File: config.mk
export PLATFORM = sky130hd
export DESIGN_NAME = wb_result_stage
export DESIGN_NICKNAME = d
export VERILOG_FILES = /design/src/rtl/wb_result_stage_pkg.sv /design/src/rtl/wb_result_stage_load_extend.sv /design/src/rtl/wb_result_stage.sv
export SDC_FILE = /design/constraint.sdc
export NUM_CORES = 1
export LEC_CHECK = 0
export BUFFER_PORTS_ARGS = -buffer_cell sky130_fd_sc_hd__buf_2
export CAP_MARGIN = 20
export CELL_PAD_IN_SITES_DETAIL_PLACEMENT = 1
export CELL_PAD_IN_SITES_GLOBAL_PLACEMENT = 1
export CORE_ASPECT_RATIO = 0.9
export CORE_MARGIN = 8
export CORE_UTILIZATION = 31
export DETAILED_ROUTE_END_ITERATION = 6
export PLACE_DENSITY = 0.84
export SLEW_MARGIN = 20
export SYNTH_ARGS = -nofsm -noshare
export SYNTH_HDL_FRONTEND = slang
export SYNTH_SLANG_ARGS = --single-unit
File: constraint.sdc
create_clock -name clk -period 2.2 [get_ports clk]
set_input_delay 0.66 -clock clk [delete_from_list [all_inputs] [get_ports clk]]
set_output_delay 0.66 -clock clk [all_outputs]
set_load 0.05 [all_outputs]
File: src/rtl/wb_result_stage_pkg.sv
// Shared encodings and the registered control payload for the writeback result stage.
package wb_result_stage_pkg;

    localparam int unsigned RD_W = 5;

    localparam logic [1:0] RES_ALU = 2'd0;
    localparam logic [1:0] RES_MEM = 2'd1;
    localparam logic [1:0] RES_PC4 = 2'd2;
    localparam logic [1:0] RES_IMM = 2'd3;

    localparam logic [2:0] F3_LB  = 3'b000;
    localparam logic [2:0] F3_LH  = 3'b001;
    localparam logic [2:0] F3_LW  = 3'b010;
    localparam logic [2:0] F3_LBU = 3'b100;
    localparam logic [2:0] F3_LHU = 3'b101;

    typedef struct packed {
        logic [RD_W-1:0] rd;
        logic            reg_write;
        logic            misalign;
    } wb_ctrl_t;

endpackage

File: src/rtl/wb_result_stage_load_extend.sv
// Combinational load extraction and sign/zero extension with misalign detection.
module load_extend
    import wb_result_stage_pkg::*;
#(
    parameter int unsigned XLEN = 32
) (
    input  logic            is_load,
    input  logic [1:0]      addr_lo,
    input  logic [2:0]      funct3,
    input  logic [XLEN-1:0] rdata,
    output logic [XLEN-1:0] data_c,
    output logic            misalign_c
);

    logic [31:0] word;
    logic [7:0]  byte_sel;
    logic [15:0] half_sel;

    always_comb begin
        word     = rdata[31:0];
        byte_sel = word[7:0];
        case (addr_lo)
            2'd1:    byte_sel = word[15:8];
            2'd2:    byte_sel = word[23:16];
            2'd3:    byte_sel = word[31:24];
            default: byte_sel = word[7:0];
        endcase
        half_sel = addr_lo[1] ? word[31:16] : word[15:0];

        misalign_c = is_load &&
                     ((((funct3 == F3_LH) || (funct3 == F3_LHU)) && addr_lo[0]) ||
                      ((funct3 == F3_LW) && (addr_lo != 2'd0)));

        // A misaligned access forwards the raw word untouched.
        data_c = rdata;
        if (!misalign_c) begin
            case (funct3)
                F3_LB:   data_c = XLEN'($signed(byte_sel));
                F3_LH:   data_c = XLEN'($signed(half_sel));
                F3_LW:   data_c = XLEN'($signed(word));
                F3_LBU:  data_c = XLEN'(byte_sel);
                F3_LHU:  data_c = XLEN'(half_sel);
                default: data_c = rdata;
            endcase
        end
    end

endmodule

File: src/rtl/wb_result_stage.sv
// One-entry writeback pipeline register: selects the result source and qualifies the register write.
module wb_result_stage
    import wb_result_stage_pkg::*;
#(
    parameter int unsigned XLEN = 32,
    parameter int unsigned NSRC = 4,
    parameter int unsigned SELW = 2
) (
    input  logic            clk,
    input  logic            rst_n,
    input  logic            in_valid,
    output logic            in_ready,
    input  logic [XLEN-1:0] ALUResult,
    input  logic [XLEN-1:0] ReadData,
    input  logic [XLEN-1:0] PCPlus4,
    input  logic [XLEN-1:0] ImmExt,
    input  logic [SELW-1:0] ResultSrc,
    input  logic [2:0]      Funct3,
    input  logic [4:0]      RdIn,
    input  logic            RegWriteIn,
    input  logic            flush,
    output logic            out_valid,
    input  logic            out_ready,
    output logic [XLEN-1:0] Result,
    output logic [4:0]      RdOut,
    output logic            RegWriteOut,
    output logic            Misalign
);

    logic            valid_q, valid_d;
    logic [XLEN-1:0] result_q, result_d;
    wb_ctrl_t        ctrl_q, ctrl_d;

    logic            is_load_c;
    logic            capture_c;
    logic            misalign_c;
    logic [XLEN-1:0] load_data_c;
    logic [XLEN-1:0] sel_data_c;

    assign is_load_c = (ResultSrc == SELW'(RES_MEM));
    assign in_ready  = !valid_q || out_ready;
    assign capture_c = in_valid && in_ready && !flush;

    load_extend #(.XLEN(XLEN)) u_load_extend (
        .is_load    (is_load_c),
        .addr_lo    (ALUResult[1:0]),
        .funct3     (Funct3),
        .rdata      (ReadData),
        .data_c     (load_data_c),
        .misalign_c (misalign_c)
    );

    // Source select; with only three sources the spare code falls back to the ALU.
    always_comb begin
        sel_data_c = ALUResult;
        case (ResultSrc)
            SELW'(RES_MEM): sel_data_c = load_data_c;
            SELW'(RES_PC4): sel_data_c = PCPlus4;
            SELW'(RES_IMM): sel_data_c = (NSRC == 4) ? ImmExt : ALUResult;
            default:        sel_data_c = ALUResult;
        endcase
    end

    // Entry update: flush beats capture beats drain; an empty entry always reads zero.
    always_comb begin
        valid_d  = valid_q;
        result_d = result_q;
        ctrl_d   = ctrl_q;
        if (flush) begin
            valid_d  = 1'b0;
            result_d = '0;
            ctrl_d   = '0;
        end else if (capture_c) begin
            valid_d          = 1'b1;
            result_d         = sel_data_c;
            ctrl_d.rd        = RdIn;
            ctrl_d.reg_write = RegWriteIn && (RdIn != 5'd0) && !misalign_c;
            ctrl_d.misalign  = misalign_c;
        end else if (valid_q && out_ready) begin
            valid_d  = 1'b0;
            result_d = '0;
            ctrl_d   = '0;
        end
    end

    always_ff @(posedge clk or negedge rst_n) begin
        if (!rst_n) begin
            valid_q  <= 1'b0;
            result_q <= '0;
            ctrl_q   <= '0;
        end else begin
            valid_q  <= valid_d;
            result_q <= result_d;
            ctrl_q   <= ctrl_d;
        end
    end

    assign out_valid   = valid_q;
    assign Result      = result_q;
    assign RdOut       = ctrl_q.rd;
    assign RegWriteOut = ctrl_q.reg_write;
    assign Misalign    = ctrl_q.misalign;

endmodule

==> reports/metrics.cfg, run 1 <==
[status]
result_of_the_run = finished, final reports clean

[yosys]
post_synth_and_or_nand_nor_area_fraction_pct = 14.7
synth_seq_area_share_pct = 32.9
combinational_family_with_the_most_area_after_synthesis = compound AO/OA/AOI/OAI gates
post_synth_instance_area_um2 = 3040
synth_mux_area_share_pct = 17.7
avgSynthCellArea_um2 = 9.24
synthAdderAreaFrac_pct = 0
net_count_of_the_mapped_netlist = 473
synth_compound_area_share_pct = 29.2
synth_cell_types = 42
yosys_warnings = 0
post_synth_edffs = 0
synthesis.instances = 329
synthesized_area_fraction_occupied_by_xor_and_xnor_cells_pct = 0
synth_flop_type = dfrtp_1
yosys_register_bits = 40
postSynth.asyncResetShare_pct = 100

[critical_path]
worstReg2RegStart = out_valid
path_max_fanout = 16
r2r-end = Result[16]
setup.worst_path.class = input port to flip-flop
critical_path_arrival_ns = 2.17
timing.reg2reg.setup_slack_ns = 0.37
crit_path_start_kind = input port
cp_data_required_time_ns = 2.41
rr_worst_depth = 4
critPathCaptureType = flip-flop

[detailed_routing]
first_iter_violations = 190
route.layer.met1.wl_um = 5680
wire_per_inst_um = 21.0
drt_pass1_iterations = 4
maxUsedRoutingLayer = met4
met3_wirelength_um = 923
dr_total_vias = 3432
drtAntennaViolNets = 0
detailed_route_wire_length_um = 13600
post_drt_via_cell_ratio = 5.29
wl_met2_um = 6850
post-route-drc-count = 0

[timing]
timing.final.crit_period_ns = 1.95
final.setup.tns_ns = 0
timing.final.ws_setup_ns = 0.248
final.setup_skew_ns = 0.00776
setup_failing_eps_final = 0
hold_violations = 0
worst-slew-pin-transition_ns = 0.621
max_slew_margin_pct = 58.4
hold_ws_ns = 0.310
timing_max_transition_violations_final = 0
grt_setup_unrepaired = false
max_clock_freq_mhz = 512
final_min_period_over_clock_period_pct = 88.7

[clock_network]
cts-buffers-inserted = 5
clock_tree_from_tritoncts = yes
cts.clk_slew.worst_paths_ns = 0.09
clock-sinks = 40
clockBufferDepth = 2
cts-root-buf = clkbuf_8
cts_hold_repair.buffers = 0
cts_setup_buffers = 0
h_tree_lvls = 2
clock_latency_ns = 0.30
postCtsResizedCells = 0

[global_routing]
gr-usage-all-layers_pct = 20.2
grt_remaining_overflow = 0
largest_net_degree_at_the_start_of_global_routing = 24
vias_in_the_first_global_route = 3808
grt_first_pass_wirelength_um = 21000
antenna_violations_before_repair = 0

[placed_design]
place_hpwl_um = 11400
placedCellCount = 641
dp_slack_ns = -0.0629
port_buffers = 184
gpl_congestion = 0.846

[floorplanning]
initial_core_util_pct = 31.6
die_outline_area_um2 = 13200
dieHeight_um = 110
placeableCoreArea_um2 = 9610
die_w_um = 120
top_level_ports = 185
num_rows = 34

[min_path]
worst_hold_path_type = input port to async pin

[final_layout]
drive_above_1_share_pct = 48.6
layout.core_utilization_pct = 45.3
finalNetCount = 666
n_antenna_cell = 0
num-fill-cells = 1213
layout.cells.non_filler = 649
layout-area-overhead-vs-synth_pct = 43.1

[power]
power_per_cell_area_nw_per_um2 = 494
vdd_ir_drop_max_uv = 219
total_leakage_power_nw = 2.28

[job]
max_cap_viols = 0

-- cell families (layout without fill, tap and decap cells) --
group	after synthesis	after routing
flip-flops	40	40
buffers and inverters	36	230
AND/OR/NAND/NOR	87	87
multiplexers	50	50
AO/OA/AOI/OAI	116	116
-- metrics by stage --
step / cell area (um^2) / power, mW
floorplan: 3040 / 1.29
global placement: 4260 / 1.61
detailed placement: 4260 / 1.63
CTS: 4350 / 2.18
global route: 4350 / 2.25
finish: 4350 / 2.15
-- worst max-delay path, stage by stage --
cell      delay (ns)
buf_2           0.26
nor2b_1         0.24
a22oi_1         0.14
a2111o_2        0.69
o211ai_1        0.16
-- power breakdown --
part / total, mW / internal, mW / switching [mW]
logic: 0.800 / 0.304 / 0.496
registers: 0.812 / 0.784 / 0.0285
clock network: 0.540 / 0.256 / 0.284
-- synth_stat cells, types with 2 or more instances --
cell type	number	area (um^2)
a22oi_1	20	150
and3_1	5	31.3
a221o_1	8	80.1
mux4_2	2	45.0
nand3_1	6	30.0
a311oi_1	2	17.5
nand2b_4	2	27.5
o221ai_1	5	43.8
nand2_1	22	82.6
mux2_2	9	101
buf_2	11	55.1
a21oi_1	26	130
or2_2	2	12.5
o211ai_2	10	125
a22o_1	6	52.6
clkbuf_1	12	45.0
dfrtp_1	40	1000
nor2_1	31	116
and2_1	2	12.5
nor2b_1	2	12.5
o21ai_0	18	90.1
mux2i_1	39	390
inv_1	7	26.3
o211ai_1	11	82.6
buf_4	3	22.5
a221oi_1	5	43.8
nand2b_1	8	50.1
-- placed cells by master (no fill, tap or decap), types with 3 or more instances in the layout --
cell type  instances
a21oi_1           25
a221o_1            8
a221oi_1           5
a22o_1             6
a22oi_1           20
and3_1             5
buf_12             3
buf_2            184
buf_4             28
clkbuf_8           6
dfrtp_1           40
inv_1              7
mux2_2             9
mux2i_1           39
nand2_1           22
nand2b_1           8
nand3_1            6
nor2_1            31
o211ai_1          11
o211ai_2          10
o21ai_0           18
o221ai_1           5
-- sequential cells by signal (all words and copies together) (netlist names) --
name and flops:
RdOut 5, RegWriteOut 1, Misalign 1, Result 32
out_valid 1
-- worst max-delay path by stage --
stage / startpoint / to / slack, ns
5_1_grt: ALUResult[1] / Result[16] / 0.12
4_1_cts: ALUResult[1] / Result[16] / 0.26
2_1_floorplan: out_valid / Result[10] / 0.15
3_5_place_dp: ALUResult[1] / Result[28] / -0.06
6_report: ALUResult[1] / Result[16] / 0.25
3_3_place_gp: ALUResult[1] / Result[30] / 0.01
-- final cells by class --
cell class	instances	area, um^2	area share [%]
multi-input combinational	253	1880	43.2
timing repair buffer	215	1190	27.4
sequential	40	1000	23.0
tap	126	158	3.62
clock buffer	7	86.3	1.98
inverter	7	26.3	0.604
clock inverter	1	7.51	0.173
-- routing by layer --
| layer | track usage (%) | vias up |
|---|---|---|
| met3 | 5.29 | 16 |
| met1 | 24.0 | 1652 |
| met2 | 35.9 | 131 |
| li1 | - | 1633 |
| met5 | 0 | - |
| met4 | 4.54 | 0 |
Note: power is estimated with default switching activity, not from simulation.
==> run 2: changes to the inputs <==
--- a/config.mk
+++ b/config.mk
@@ -13,8 +13,9 @@
 export CORE_MARGIN = 8
 export CORE_UTILIZATION = 31
 export DETAILED_ROUTE_END_ITERATION = 6
-export PLACE_DENSITY = 0.84
+export PLACE_DENSITY = 0.82
 export SLEW_MARGIN = 20
 export SYNTH_ARGS = -nofsm -noshare
 export SYNTH_HDL_FRONTEND = slang
+export SYNTH_HIERARCHICAL = 1
 export SYNTH_SLANG_ARGS = --single-unit
==> run 2 against run 1 <==
The flow now finishes with violations (setup timing). Sequential share of layout area is 0.65 points higher. First-iteration DRC count grew 5.8%. Worst hold slack got worse by 0.053 ns. Synthesized area shrank 5.3%. Via count down 12%. Maximum frequency decreased by 11%.
==> reports/metrics.cfg, run 2 <==
[status]
result_of_the_run = finished, violations left
failed_checks = setup timing

[critical_path]
critPathCaptureType = flip-flop
cp_data_required_time_ns = 2.39
setup.worst_path.class = input port to flip-flop
crit_slowest_cell = mux4_2
max_stage_delay_ns = 0.46
crit_path_start_kind = input port
crit_path_cell_trace = buf_8, mux2_4, and4b_1, nor3_4, buf_6, a21oi_2, mux4_2, a22o_1
critical_path_arrival_ns = 2.39
path_max_fanout = 5

[yosys]
yosys_warnings = 6
post-synth-top-count-cell = dfrtp_1
synth_area_leader_cell = dfrtp_1
cell_types_occupying_the_most_area_after_synthesis = dfrtp_1 35%, mux4_2 23%, a22o_1 12%, a21o_1 4.4%, mux4_1 2.7%
synth_seq_area_share_pct = 34.8
synth_cell_types = 36
avgSynthCellArea_um2 = 12.1
synth_top_cell_area_share_pct = 34.8
post_synth_edffs = 0
net_count_of_the_mapped_netlist = 381
yosys_register_bits = 40
synth_flop_type = dfrtp_1
synthesis.instances = 237
postSynth.asyncResetShare_pct = 100
post_synth_instance_area_um2 = 2880
yosys-top-cells-count = 40 x dfrtp_1, 38 x a22o_1, 29 x mux4_2

[power]
vdd_ir_drop_max_uv = 197
total_leakage_power_nw = 2.21
power_per_cell_area_nw_per_um2 = 517

[floorplanning]
die_outline_area_um2 = 12600
dieHeight_um = 107
num_rows = 33
die_w_um = 118
initial_core_util_pct = 31.7
placeableCoreArea_um2 = 9080
top_level_ports = 185

[detailed_routing]
post-route-drc-count = 0
wire_per_inst_um = 23.1
post_drt_via_cell_ratio = 5.37
drtAntennaViolNets = 0
drt_pass1_iterations = 4
dr_total_vias = 3005
first_iter_violations = 201
detailed_route_wire_length_um = 13000

[clock_network]
clock_latency_ns = 0.29
cts_hold_repair.buffers = 0
cts-buffers-inserted = 5
clockBufferDepth = 2
h_tree_lvls = 2
clock_tree_from_tritoncts = yes
cts.clk_slew.worst_paths_ns = 0.09
clock-sinks = 40
cts-root-buf = clkbuf_8

[timing]
timing_max_transition_violations_final = 0
setup_failing_eps_final = 1
hold_ws_ns = 0.258
grt_setup_unrepaired = true
timing.final.crit_period_ns = 2.21
final.setup_skew_ns = 0.00278
worst-slew-pin-transition_ns = 0.644
hold_violations = 0
max_clock_freq_mhz = 453
timing.final.ws_setup_ns = -0.00511
max_slew_margin_pct = 57.1
final_min_period_over_clock_period_pct = 100

[global_routing]
vias_in_the_first_global_route = 3380
gr-usage-all-layers_pct = 20.0
largest_net_degree_at_the_start_of_global_routing = 40
antenna_violations_before_repair = 2
grt_remaining_overflow = 0
grt_first_pass_wirelength_um = 19800

[placed_design]
gpl_congestion = 0.792
dpl-instance-area_um2 = 4100
port_buffers = 184
place_hpwl_um = 10400

[final_layout]
layout-area-overhead-vs-synth_pct = 47.1
largest_register_ff_count = 32
design_area_um2 = 4230
final_common_cell = buf_2
layout.cells.most_common_list = 183 x buf_2, 40 x dfrtp_1, 38 x a22o_1
finalNetCount = 580
drive_above_1_share_pct = 62.2
num-fill-cells = 1090

[min_path]
worst_hold_path_type = input port to async pin

[job]
max_cap_viols = 0

-- run 2: changes by cell type after synthesis, sizes merged, moves of 17 or more --
cell    change
o211ai     -21
a21o       +17
a22oi      -20
mux2i      -38
mux4       +30
a22o       +32
-- run 2: final timing paths --
kind,cells after the start,from,end,slack [ns]
min in group clk,1,RegWriteOut,RegWriteOut,0.51
hold / removal,1,rst_n,Result[11],0.26
setup reg to reg,5,out_valid,Result[5],0.84
setup / recovery,8,ALUResult[1],Result[15],-0.005
hold reg to reg,1,RegWriteOut,RegWriteOut,0.51
max in group asynchronous,2,rst_n,Result[2],1.26
-- run 2: layer usage --
metal	vias up	global-route usage, %	share of wire (%)
met1	1499	24.2	40
met4	2	6.85	2.4
met2	138	34.7	50
met5	-	0	0.093
li1	1345	-	-
met3	21	4.67	7.2
-- run 2: critical path: cells and delay by family --
kind	cells	cell delay, ns
compound gates	2	0.27
simple gates	2	0.44
buf+inv	2	0.26
mux	2	0.77
-- run 2: stage by stage --
stage          instances  TNS (ns)  util, %  setup WS [ns]  total power, mW
2_1_floorplan        237     -5.17        -         -0.224             1.35
3_3_place_gp         548     -7.50     45.1         -0.350             1.66
3_5_place_dp         548     -9.06     45.1         -0.405             1.68
4_1_cts              558  -0.00738     46.5       -0.00738             2.20
5_1_grt              560    -0.202     46.6        -0.0558             2.30
6_report             560  -0.00511     46.6       -0.00511             2.19
-- run 2: where the power goes --
group / internal (mW) / switching (mW)
Sequential: 0.784 / 0.0286
Combinational: 0.375 / 0.489
Clock: 0.222 / 0.290
-- run 2: cell type report --
type                    instances  area [um^2]  area share (%)
inverters                       2         7.51           0.177
repair buffers                215         1220            28.9
clock inverters                 3         18.8           0.443
well taps                     122          153            3.61
flip-flops and latches         40         1000            23.6
clock buffers                   5         68.8            1.63
diodes                          1         2.50          0.0591
multi-input cells             172         1760            41.6
-- run 2: kinds of logic (layout without fill, tap and decap cells) --
kind of cell / after synthesis / count (layout) / share of synthesized area [%]
other cells: 0 / 1 / 0
compound gates: 86 / 86 / 23.2
flops: 40 / 40 / 34.8
buf+inv: 25 / 225 / 5.39
mux: 41 / 41 / 29.0
simple gates: 45 / 45 / 7.57
-- run 2: timing repair --
item / in CTS / in global routing
setup buffers: 2 / 1
gates resized for setup: 8 / 0
endpoints found under the setup margin: 7 / 6
pin swaps: 4 / 0
